--- src/rtl/attention_pkg.sv ---
// rtl/attention_pkg.sv - shared FP32 constants, FSM state type and ordering helpers for the row-max block
package attention_pkg;

    localparam logic [31:0] FP32_NINF = 32'hFF800000;
    localparam logic [31:0] FP32_QNAN = 32'h7FC00000;

    typedef enum logic {
        FILL  = 1'b0,
        DRAIN = 1'b1
    } state_t;

    function automatic logic fp32_is_nan(input logic [31:0] x);
        return (x[30:23] == 8'hFF) && (x[22:0] != 23'd0);
    endfunction

    // Maps sign-magnitude FP32 onto an unsigned key; both zeros share one key so they compare equal.
    function automatic logic [31:0] fp32_order_key(input logic [31:0] x);
        if (x[30:0] == 31'd0)
            return 32'h80000000;
        else if (x[31])
            return ~x;
        else
            return {1'b1, x[30:0]};
    endfunction

endpackage

--- src/rtl/fp32_max2.sv ---
// rtl/fp32_max2.sv - combinational FP32 max of two scores; ties keep a, NaN reported separately
module fp32_max2
    import attention_pkg::*;
(
    input  logic [31:0] a,
    input  logic [31:0] b,
    output logic [31:0] max_val,
    output logic        any_nan
);

    logic b_greater;

    assign b_greater = fp32_order_key(b) > fp32_order_key(a);
    assign max_val   = b_greater ? b : a;
    assign any_nan   = fp32_is_nan(a) | fp32_is_nan(b);

endmodule

--- src/rtl/attention_row_max.sv ---
// rtl/attention_row_max.sv - buffers one row of masked scores, then replays each with the row max
module attention_row_max
    import attention_pkg::*;
#(
    parameter int T      = 4,
    parameter int DATA_W = 32,
    parameter int T_W    = (T <= 1) ? 1 : $clog2(T)
) (
    input  logic              clk,
    input  logic              rst_n,
    input  logic              in_valid,
    output logic              in_ready,
    input  logic [DATA_W-1:0] in_data,
    input  logic [T_W-1:0]    in_q,
    input  logic [T_W-1:0]    in_k,
    output logic              out_valid,
    input  logic              out_ready,
    output logic [DATA_W-1:0] out_data,
    output logic [DATA_W-1:0] out_max,
    output logic [T_W-1:0]    out_q,
    output logic [T_W-1:0]    out_k,
    output logic              out_last,
    output logic              out_all_masked,
    output logic              err
);

    state_t              state;
    logic [T_W-1:0]      cnt;
    logic [T_W-1:0]      idx;
    logic [T_W-1:0]      row_q;
    logic [DATA_W-1:0]   run_max;
    logic                nan_seen;
    logic                all_masked;
    logic [DATA_W-1:0]   row_buf [T];

    logic                accept;
    logic                drain_hs;
    logic [DATA_W-1:0]   cmp_max;
    logic                cmp_nan;

    assign accept   = in_valid && (state == FILL);
    assign drain_hs = out_ready && (state == DRAIN);

    fp32_max2 u_fp32_max2 (
        .a       (run_max),
        .b       (in_data),
        .max_val (cmp_max),
        .any_nan (cmp_nan)
    );

    // rst_n is active-high in this codebase despite its name.
    always_ff @(posedge clk or posedge rst_n) begin
        if (rst_n) begin
            state      <= FILL;
            cnt        <= '0;
            idx        <= '0;
            row_q      <= '0;
            run_max    <= '0;
            nan_seen   <= 1'b0;
            all_masked <= 1'b0;
            err        <= 1'b0;
        end else begin
            case (state)
                FILL: begin
                    if (accept) begin
                        if ((in_k != cnt) || ((cnt != '0) && (in_q != row_q)))
                            err <= 1'b1;
                        if (cnt == '0) begin
                            row_q      <= in_q;
                            run_max    <= in_data;
                            nan_seen   <= fp32_is_nan(in_data);
                            all_masked <= (in_data == FP32_NINF);
                        end else begin
                            run_max    <= cmp_max;
                            nan_seen   <= nan_seen | cmp_nan;
                            all_masked <= all_masked & (in_data == FP32_NINF);
                        end
                        if (cnt == T_W'(T - 1)) begin
                            cnt   <= '0;
                            state <= DRAIN;
                        end else begin
                            cnt <= cnt + 1'b1;
                        end
                    end
                end
                DRAIN: begin
                    if (drain_hs) begin
                        if (idx == T_W'(T - 1)) begin
                            idx   <= '0;
                            state <= FILL;
                        end else begin
                            idx <= idx + 1'b1;
                        end
                    end
                end
                default: state <= FILL;
            endcase
        end
    end

    always_ff @(posedge clk) begin
        if (accept)
            row_buf[cnt] <= in_data;
    end

    // Outputs are forced to zero outside DRAIN so reset and idle never expose stale buffer contents.
    assign in_ready       = (state == FILL);
    assign out_valid      = (state == DRAIN);
    assign out_data       = out_valid ? row_buf[idx] : '0;
    assign out_max        = !out_valid ? '0 : (nan_seen ? FP32_QNAN : run_max);
    assign out_q          = out_valid ? row_q : '0;
    assign out_k          = out_valid ? idx : '0;
    assign out_last       = out_valid && (idx == T_W'(T - 1));
    assign out_all_masked = out_valid && all_masked;

endmodule

--- config.mk ---
export PLATFORM = sky130hd
export DESIGN_NAME = attention_row_max
export DESIGN_NICKNAME = d
export VERILOG_FILES = /design/src/rtl/attention_pkg.sv /design/src/rtl/fp32_max2.sv /design/src/rtl/attention_row_max.sv
export SDC_FILE = /design/constraint.sdc
export NUM_CORES = 1
export LEC_CHECK = 0
export CAP_MARGIN = 20
export CORE_UTILIZATION = 56
export DETAILED_ROUTE_END_ITERATION = 6
export PLACE_DENSITY = 0.81
export SLEW_MARGIN = 20
export SYNTH_ARGS = -nofsm -noshare
export SYNTH_HDL_FRONTEND = slang
export SYNTH_SLANG_ARGS = --single-unit
export TNS_END_PERCENT = 20
--- constraint.sdc ---
create_clock -name clk -period 9 [get_ports clk]
set_clock_uncertainty 0.15 [all_clocks]
set_input_delay 0.9 -clock clk [delete_from_list [all_inputs] [get_ports clk]]
set_output_delay 0.9 -clock clk [all_outputs]
set_load 0.02 [all_outputs]
==> results of run 1 <==
[worst reg2reg max path: stages, from the launching register on]
cell,delay (ns)
dfrtp_1,0.43
nor4_1,0.44
nand4_1,0.20
nor2_1,0.29
nand3_1,0.53
and2_1,0.38
ha_1,0.31
nand4_1,0.17
or4_1,0.61
o31ai_1,0.24
a21oi_1,0.10
a31oi_4,0.62
buf_16,0.23
mux2_2,0.35
[per-stage QoR]
stage / std cells / area (um2)
2_1_floorplan: 630 / 8550
3_3_place_gp: 899 / 9800
3_5_place_dp: 899 / 9800
4_1_cts: 931 / 10300
5_1_grt: 933 / 10400
6_report: 933 / 10400
[worst min path at each step]
stage / slack, ns / endpoint / cells past startpoint / from
after floorplan: 0.32 / all_masked$_DFFE_PP0P_ / 2 / all_masked$_DFFE_PP0P_
after global placement: 0.31 / err$_DFFE_PP0P_ / 1 / err$_DFFE_PP0P_
after detailed placement: 0.31 / err$_DFFE_PP0P_ / 1 / err$_DFFE_PP0P_
after CTS: 0.33 / err$_DFFE_PP0P_ / 1 / err$_DFFE_PP0P_
after global routing: 0.36 / err$_DFFE_PP0P_ / 1 / err$_DFFE_PP0P_
final: 0.32 / err$_DFFE_PP0P_ / 1 / err$_DFFE_PP0P_
[where the power goes]
part / total (mW) / internal (mW) / switching [mW]
Clock: 0.677 / 0.394 / 0.283
Combinational: 1.78 / 0.860 / 0.920
Sequential: 1.19 / 1.04 / 0.152
Total: 3.65 / 2.29 / 1.36
[layer usage]
layer / track usage (%) / vias up / routed length, um
met5: 0 / - / 0
met4: 7.25 / 0 / 205
met3: 5.61 / 20 / 1120
met2: 43.6 / 191 / 9510
met1: 33.7 / 2767 / 8310
li1: - / 2511 / -
[placed cells by master, fill, tap and decap left out, types with 3 or more instances in the layout]
master / synthesis / final
and2_1: 66 / 66
dfrtp_1: 42 / 41
a21o_1: 4 / 4
a21oi_1: 17 / 17
nor4_1: 14 / 14
clkbuf_1: 25 / 6
buf_4: 0 / 9
nor2b_1: 3 / 3
clkbuf_16: 0 / 17
nor2_1: 55 / 54
nand4_1: 13 / 13
ha_1: 38 / 38
nor3_1: 5 / 5
mux2_2: 31 / 31
o21ai_0: 7 / 7
inv_1: 5 / 4
clkinvlp_4: 0 / 4
nand3_1: 4 / 4
edfxtp_1: 128 / 128
xnor2_1: 32 / 32
nand2_1: 42 / 42
clkdlybuf4s50_1: 0 / 111
mux2_1: 4 / 4
mux4_2: 32 / 32
xor2_1: 33 / 33
[kinds of logic after synthesis]
group / count (synthesis) / synth area share, %
and+or+nand+nor: 209 / 12.4
DFF: 170 / 57.2
muxes: 67 / 13.0
xor gates and xnor gates: 65 / 6.66
buffers and inverters: 41 / 2.12
AOI/OAI and AO/OA: 40 / 2.98
adders and majority gates: 38 / 5.56
[cell type report]
cell class	instances	share of cell area, %
Multi-Input combinational cell	419	33.5
Tap cell	184	2.22
Timing Repair Buffer	123	11.8
Sequential cell	170	47.1
Clock buffer	25	4.58
Inverter	5	0.181
Clock inverter	7	0.662
[sequential cells by signal (all words and copies together), names as in the netlist]
| name | flops |
|---|---|
| cnt | 2 |
| out_valid | 1 |
| row_buf | 128 |
| nan_seen | 1 |
| row_q | 2 |
| err | 1 |
| all_masked | 1 |
| idx | 2 |
| run_max | 32 |
==> flow_metrics.env, run 1 <==
export IMPL_yosys_area_top_type="edfxtp_1"
export IMPL_clk_pin_slew_ns=0.06
export IMPL_grt_ovfl_total=0
export IMPL_max_clock_path_buffers=2
export IMPL_cp_top_family="simple AND/OR/NAND/NOR gates"
export IMPL_drt_initial_drc_count=339
export IMPL_required_ns=9.15
export IMPL_critPathArrivalTime_ns=6.12
export IMPL_drt_wl_total_um=19100
export IMPL_cp_startpoint="in_data[19]"
export IMPL_via_per_inst=5.88
export IMPL_critPathCapture="run_max[24]$_DFFE_PP0P_"
export IMPL_worst_pin_slew_ns=1.06
export IMPL_synth_most_common_cell="edfxtp_1"
export IMPL_reg2reg_depth=13
export IMPL_register_area_um2=4900
export IMPL_multiInputGateArea_um2=3480
export IMPL_hold_class="reg2reg"
export IMPL_dr_pass1_iters=7
export IMPL_fin_setup_tns_ns=0
export IMPL_hold_viol=0
export IMPL_crit_fanout=32
export IMPL_place_hpwl_um=12400
export IMPL_syn_area_per_cell_um2=13.6
export IMPL_ys_seq_elements=170
export IMPL_die_w_um=126
export IMPL_cp_end_kind="register"
export IMPL_routedWlPerCell_um=20.5
export IMPL_area_growth_pct=21.5
export IMPL_pin_count=113
export IMPL_synthCells=630
export IMPL_cp_cell_sequence="clkdlybuf4s50_1 > nor4_1 > nand4_1 > nor2_1 > and3_1 > nor2_1 > ha_1 > nand4_1 > or4_4 > o31ai_1 > a21oi_1 > a31oi_4 > buf_16 > mux2_2"
export IMPL_synth_ff_type="edfxtp_1"
export IMPL_drv_cap=0
export IMPL_cts_root_buffer="clkbuf_16"
export IMPL_relSlewSlack_pct=29.4
export IMPL_nFillCells=1007
export IMPL_irDropWorstVdd_uv=201
export IMPL_synth_area_leaders="edfxtp_1, dfrtp_1, mux4_2, ha_1, and2_1"
export IMPL_power_total_mw=3.65
export IMPL_final_util_pct=70.7
export IMPL_drv_slew=0
export IMPL_hold_slack_ns=0.324
export IMPL_numClockSinks=170
export IMPL_gp_congestion=0.920
export IMPL_syn_area_um2=8550
export IMPL_synth_nets=708
export IMPL_grt_pass1_vias=5800
export IMPL_portBuffers=112
export IMPL_synth_seq_area_share_pct=57.2
export IMPL_finalSetupViolCount=0
export IMPL_critPathSlowestCell="and3_1"
export IMPL_fp_dieH_um=126
export IMPL_postCtsSetupBuffers=0
export IMPL_rrSetupSlack_ns=3.83
export IMPL_dieArea_um2=15800
export IMPL_drc=6
export IMPL_crit_buf_inv=2
export IMPL_cellLeakagePower_nw=3.84
export IMPL_async_flop_share_pct=24.7
export IMPL_slowest_delay_ns=0.87
export IMPL_setup_worst_path_class="in2reg"
export IMPL_rsz0062_at_grt="false"
export IMPL_vias=5489
export IMPL_dp_slack_ns=2.48
export IMPL_numCtsBuffers=17
export IMPL_grt_max_degree=43
export IMPL_core_area_um2=14700
export IMPL_synth_common_cells="edfxtp_1, and2_1, nor2_1"
export IMPL_grt_pass1_wl_um=30500
export IMPL_synth_top_area_share_pct=44.9
export IMPL_synth_cell_types=39
export IMPL_r2r_start="run_max[17]$_DFFE_PP0P_"
export IMPL_clock_fmax_mhz=168
export IMPL_path_depth=14
export IMPL_rr_endpoint="run_max[24]$_DFFE_PP0P_"
export IMPL_fin_crit_ns=5.97
export IMPL_fp_row_count=44
export IMPL_worst_slack_ns=3.03
export IMPL_violations="design-rule violations"
export IMPL_track_usage_pct=25.8
export IMPL_yosys_warnings=0
export IMPL_nets=814
export IMPL_cts_tree="yes"
export IMPL_initial_core_util_pct=58.2
export IMPL_status="complete, but fails checks"
export IMPL_cts_hold_buf=0
export IMPL_diodes=0
export IMPL_antenna_found_initial=0
export IMPL_cp_start_kind="input port"
export IMPL_ant_nets=0
export IMPL_htreeDepth=4
export IMPL_period_share_pct=66.3
export IMPL_power_density_nw_per_um2=351
export IMPL_drive_above_1_share_pct=13.9
export IMPL_cts_resized_gates=0
export IMPL_synth_edf_count=128
export IMPL_clock_latency_ns=0.42
No activity file was read; power rests on OpenSTA's default activity.
==> run 2: changes to the inputs <==
Clock period 9 ns to 6.06 ns, I/O delays scaled along.
==> flow_metrics.env, run 2 (synthesis gave the netlist of run 1 again) <==
export IMPL_drv_cap=0
export IMPL_initial_core_util_pct=58.2
export IMPL_drive_above_1_share_pct=14.5
export IMPL_cp_start_kind="input port"
export IMPL_pwr_share_clk_pct=17.9
export IMPL_hold_class="reg2reg"
export IMPL_register_area_um2=4900
export IMPL_cts_root_buffer="clkbuf_16"
export IMPL_drv_slew=0
export IMPL_place_hpwl_um=12600
export IMPL_nets=817
export IMPL_cellLeakagePower_nw=3.85
export IMPL_drc=6
export IMPL_largest_reg_flops=128
export IMPL_required_ns=6.22
export IMPL_drt_initial_drc_count=441
export IMPL_drt_wl_total_um=19200
export IMPL_grt_pass1_wl_um=30200
export IMPL_track_usage_pct=25.7
export IMPL_top_register="row_buf"
export IMPL_period_share_pct=82.3
export IMPL_power_total_mw=5.38
export IMPL_max_clock_path_buffers=2
export IMPL_status="complete, but fails checks"
export IMPL_worst_pin_slew_ns=1.11
export IMPL_switching_power_mw=2.03
export IMPL_fin_cells=936
export IMPL_numCtsBuffers=17
export IMPL_vias=5571
export IMPL_irDropWorstVdd_uv=257
export IMPL_pin_count=113
export IMPL_cts_hold_buf=0
export IMPL_critPathSlowestCell="or4_4"
export IMPL_fp_dieH_um=126
export IMPL_switching_share_pct=37.7
export IMPL_relSlewSlack_pct=26.3
export IMPL_cts_tree="yes"
export IMPL_top_regs="row_buf: 128 flops, run_max: 32 flops"
export IMPL_area_growth_pct=21.3
export IMPL_via_per_inst=5.95
export IMPL_portBuffers=112
export IMPL_cts_resized_gates=0
export IMPL_numClockSinks=170
export IMPL_fp_row_count=44
export IMPL_diodes=0
export IMPL_fin_area_um2=10400
export IMPL_layout_commonest_cell="edfxtp_1"
export IMPL_final_cell_mix="edfxtp_1, clkdlybuf4s50_1, and2_1, nor2_1, nand2_1"
export IMPL_die_w_um=126
export IMPL_grt_ovfl_total=0
export IMPL_antenna_found_initial=0
export IMPL_fin_setup_tns_ns=0
export IMPL_cp_end_kind="register"
export IMPL_clock_fmax_mhz=201
export IMPL_clock_latency_ns=0.43
export IMPL_dpl_cell_area_um2=9860
export IMPL_setup_worst_path_class="in2reg"
export IMPL_power_internal_mw=3.36
export IMPL_rsz0062_at_grt="false"
export IMPL_cp_cell_sequence="clkdlybuf4s50_1 > nor4_1 > nand4_1 > nor2_1 > and3_1 > buf_4 > nor2_1 > ha_1 > nand4_1 > or4_4 > o31ai_1 > a21oi_1 > a31oi_4 > buf_12 > mux2_2"
export IMPL_multiInputGateArea_um2=3480
export IMPL_power_density_nw_per_um2=519
export IMPL_htreeDepth=4
export IMPL_clk_pin_slew_ns=0.06
export IMPL_dieArea_um2=15800
export IMPL_nFillCells=975
export IMPL_fin_crit_ns=4.98
export IMPL_seq_power_share_pct=33.3
export IMPL_crit_fanout=32
export IMPL_grt_max_degree=43
export IMPL_gp_congestion=0.906
export IMPL_core_area_um2=14700
export IMPL_dp_cells=904
export IMPL_grt_pass1_vias=5609
export IMPL_ant_nets=0
export IMPL_critPathArrivalTime_ns=5.14
export IMPL_routedWlPerCell_um=20.5
export IMPL_postCtsSetupBuffers=0
export IMPL_violations="design-rule violations"
export IMPL_hold_viol=0
export IMPL_dr_pass1_iters=7
export IMPL_hold_slack_ns=0.359
export IMPL_comb_power_share_pct=48.8
export IMPL_slowest_delay_ns=0.58
export IMPL_finalSetupViolCount=0
[run 2: power by group through the flow]
stage                     sequential [mW]  clock (mW)  combinational (mW)
final                                1.79       0.964                2.63
after global routing                 1.82        1.02                2.85
after CTS                            1.78       0.978                2.64
after detailed placement             1.80           0                2.62
after global placement               1.79           0                2.53
after floorplan                      1.70           0                1.79
[run 2: per-stage QoR]
stage / setup slack (ns) / util (%)
after floorplan: 1.96 / -
after global placement: 0.793 / 67.0
after detailed placement: 0.660 / 67.0
after CTS: 1.10 / 70.6
after global routing: 0.756 / 70.6
final: 1.08 / 70.6
[run 2: cell type report]
type | instances | area share [%]
Multi-Input combinational cell | 419 | 33.5
Clock inverter | 7 | 0.422
Timing Repair Buffer | 126 | 11.9
Tap cell | 184 | 2.22
Sequential cell | 170 | 47.2
Clock buffer | 25 | 4.58
Inverter | 5 | 0.181
[run 2: final timing paths]
path | from | to | slack [ns] | cells past startpoint
setup / recovery | in_data[17] | run_max[31]$_DFFE_PP0P_ | 1.08 | 15
setup reg to reg | run_max[22]$_DFFE_PP0P_ | run_max[31]$_DFFE_PP0P_ | 1.24 | 14
max in group asynchronous | rst_n | idx[0]$_DFFE_PP0P_ | 4.83 | 3
hold / removal | err$_DFFE_PP0P_ | err$_DFFE_PP0P_ | 0.36 | 1
min in group asynchronous | rst_n | run_max[10]$_DFFE_PP0P_ | 0.48 | 3
hold reg to reg | err$_DFFE_PP0P_ | err$_DFFE_PP0P_ | 0.36 | 1
[run 2: routing by layer]
layer | track usage, % | routed length [um] | up-vias
met2 | 41.6 | 9400 | 229
met4 | 8.18 | 276 | 0
li1 | - | - | 2520
met5 | 0 | 0 | -
met3 | 6.03 | 1210 | 25
met1 | 34.4 | 8320 | 2797
[run 2: worst max-delay path: cells and delay by family]
kind                       cells  cell delay (ns)
and+or+nand+nor                7             1.85
adders and majority gates      1             0.34
buffers and inverters          3             1.12
muxes                          1             0.36
AOI/OAI and AO/OA              3             0.84
==> run 3: changes to the inputs <==
Settings changed: CORE_UTILIZATION 56 to 50, PLACE_DENSITY 0.81 to 0.76.
Clock period 6.06 ns to 4.2 ns, I/O delays scaled along.
==> flow_metrics.env, run 3 (synthesis gave the netlist of run 1 again) <==
export IMPL_status="finished clean"
export IMPL_grt_use_met2_pct=41.7
export IMPL_comb_power_share_pct=49.5
export IMPL_diodes=0
export IMPL_drv_cap=0
export IMPL_fin_setup_tns_ns=0
export IMPL_clock_latency_ns=0.43
export IMPL_globalRouteMet1Util_pct=31.8
export IMPL_setup_worst_path_class="in2reg"
export IMPL_drv_slew=0
export IMPL_portBuffers=112
export IMPL_die_w_um=133
export IMPL_dpl_cell_area_um2=10400
export IMPL_power_density_nw_per_um2=745
export IMPL_fp_row_count=47
export IMPL_htreeDepth=4
export IMPL_power_internal_mw=5.35
export IMPL_top_regs="row_buf: 128 flops, run_max: 32 flops"
export IMPL_critPathArrivalTime_ns=4.29
export IMPL_top_register="row_buf"
export IMPL_fp_dieH_um=133
export IMPL_nets=881
export IMPL_largest_reg_flops=128
export IMPL_dr_pass1_iters=5
export IMPL_area_growth_pct=32.2
export IMPL_irDropWorstVdd_uv=440
export IMPL_switching_share_pct=36.5
export IMPL_drt_initial_drc_count=433
export IMPL_track_usage_pct=24.7
export IMPL_hold_slack_ns=0.212
export IMPL_vias=5834
export IMPL_slowest_delay_ns=0.55
export IMPL_antenna_found_initial=0
export IMPL_cts_tree="yes"
export IMPL_fin_area_um2=11300
export IMPL_via_per_inst=5.63
export IMPL_cts_hold_buf=0
export IMPL_grt_pass1_wl_um=32900
export IMPL_numCtsBuffers=17
export IMPL_cp_start_kind="input port"
export IMPL_gp_congestion=0.830
export IMPL_numClockSinks=170
export IMPL_cp_cell_sequence="clkdlybuf4s50_1 > nor4_1 > buf_4 > nand2_4 > nor2_4 > and3_4 > buf_12 > clkbuf_16 > buf_4 > nor2_1 > ha_1 > nand4_1 > or4_4 > o31ai_4 > a21oi_2 > a31oi_4 > clkbuf_16 > mux2_1"
export IMPL_grt_ovfl_total=0
export IMPL_dieArea_um2=17600
export IMPL_use_met3_pct=5.06
export IMPL_drt_wl_total_um=21100
export IMPL_top_usage_layer="met2"
export IMPL_period_share_pct=98.3
export IMPL_drc=0
export IMPL_routedWlPerCell_um=20.3
export IMPL_hold_class="in2reg"
export IMPL_ant_nets=0
export IMPL_clock_fmax_mhz=242
export IMPL_grt_max_degree=43
export IMPL_final_cell_mix="edfxtp_1, clkdlybuf4s50_1, buf_4, and2_1, nor2_1"
export IMPL_place_hpwl_um=13800
export IMPL_power_total_mw=8.42
export IMPL_hold_viol=0
export IMPL_relSlewSlack_pct=46.5
export IMPL_cp_end_kind="register"
export IMPL_worst_pin_slew_ns=0.800
export IMPL_cellLeakagePower_nw=4.42
export IMPL_pin_count=113
export IMPL_required_ns=4.36
export IMPL_seq_power_share_pct=30.0
export IMPL_drive_above_1_share_pct=23.7
export IMPL_core_area_um2=16600
export IMPL_layout_commonest_cell="edfxtp_1"
export IMPL_critPathSlowestCell="or4_4"
export IMPL_pwr_share_clk_pct=20.4
export IMPL_fin_crit_ns=4.13
export IMPL_clk_pin_slew_ns=0.06
export IMPL_switching_power_mw=3.07
export IMPL_max_clock_path_buffers=2
export IMPL_grt_pass1_vias=6061
export IMPL_crit_fanout=6
export IMPL_cts_root_buffer="clkbuf_16"
export IMPL_initial_core_util_pct=51.4
export IMPL_finalSetupViolCount=0
[run 3: cell count changes in the layout (fill, tap and decap cells not counted), sizes merged]
| cell | change |
|---|---|
| clkdlybuf4s50 | -15 |
| clkbuf | -5 |
| inv | +2 |
| dlymetal6s2s | +15 |
| bufinv | +5 |
| buf | +62 |
[run 3: worst max-delay path, delay by kind of cell]
kind | cells | cell delay, ns
fa+ha+maj | 1 | 0.30
buf+inv | 6 | 1.17
compound gates | 3 | 0.62
simple gates | 7 | 1.45
mux | 1 | 0.32
[run 3: worst paths after layout]
check | to | from | slack (ns) | cells past startpoint
max in group asynchronous | idx[0]$_DFFE_PP0P_ | rst_n | 3.15 | 3
setup / recovery | run_max[14]$_DFFE_PP0P_ | in_data[5] | 0.07 | 18
hold reg to reg | err$_DFFE_PP0P_ | err$_DFFE_PP0P_ | 0.35 | 1
setup reg to reg | run_max[14]$_DFFE_PP0P_ | run_max[17]$_DFFE_PP0P_ | 0.12 | 13
hold / removal | row_buf[0][31]$_DFFE_PP_ | in_data[31] | 0.21 | 1
min in group asynchronous | run_max[31]$_DFFE_PP0P_ | rst_n | 0.30 | 3
[run 3: through the flow]
| step | worst slack, ns | util [%] | instances |
|---|---|---|---|
| 6_report | 0.0723 | 67.9 | 1036 |
| 5_1_grt | -0.0242 | 67.9 | 1036 |
| 4_1_cts | 0.0487 | 66.3 | 1030 |
| 3_5_place_dp | -0.507 | 62.3 | 998 |
| 3_3_place_gp | -0.480 | 62.3 | 998 |
| 2_1_floorplan | 0.283 | - | 630 |
[run 3: timing repair]
| action | CTS | global route |
|---|---|---|
| pin swaps | 0 | 20 |
| setup endpoints to repair | 32 | 32 |
| buffers inserted | 0 | 3 |
| cloned | 0 | 3 |
| resized for setup | 2 | 42 |
[run 3: metal layers]
layer	share of wire, %	vias up	routed length (um)
li1	-	2649	-
met1	41	2923	8630
met2	51	232	10700
met3	6.1	30	1280
met4	2.3	0	477
met5	0	-	0
[run 3: layout make-up]
cell class	count	area [um2]
sequential	170	4900
inverter	5	18.8
multi-input combinational	419	3600
clock inverter	14	218
fill	1172	5340
tap	220	275
timing repair buffer	190	1850
clock buffer	18	439
[run 3: power by group through the flow]
stage	Clock (mW)	Sequential (mW)	Combinational (mW)
2_1_floorplan	0	2.45	2.58
3_3_place_gp	0	2.51	3.94
3_5_place_dp	0	2.53	4.05
4_1_cts	1.75	2.50	4.08
5_1_grt	1.81	2.57	4.53
6_report	1.72	2.53	4.17
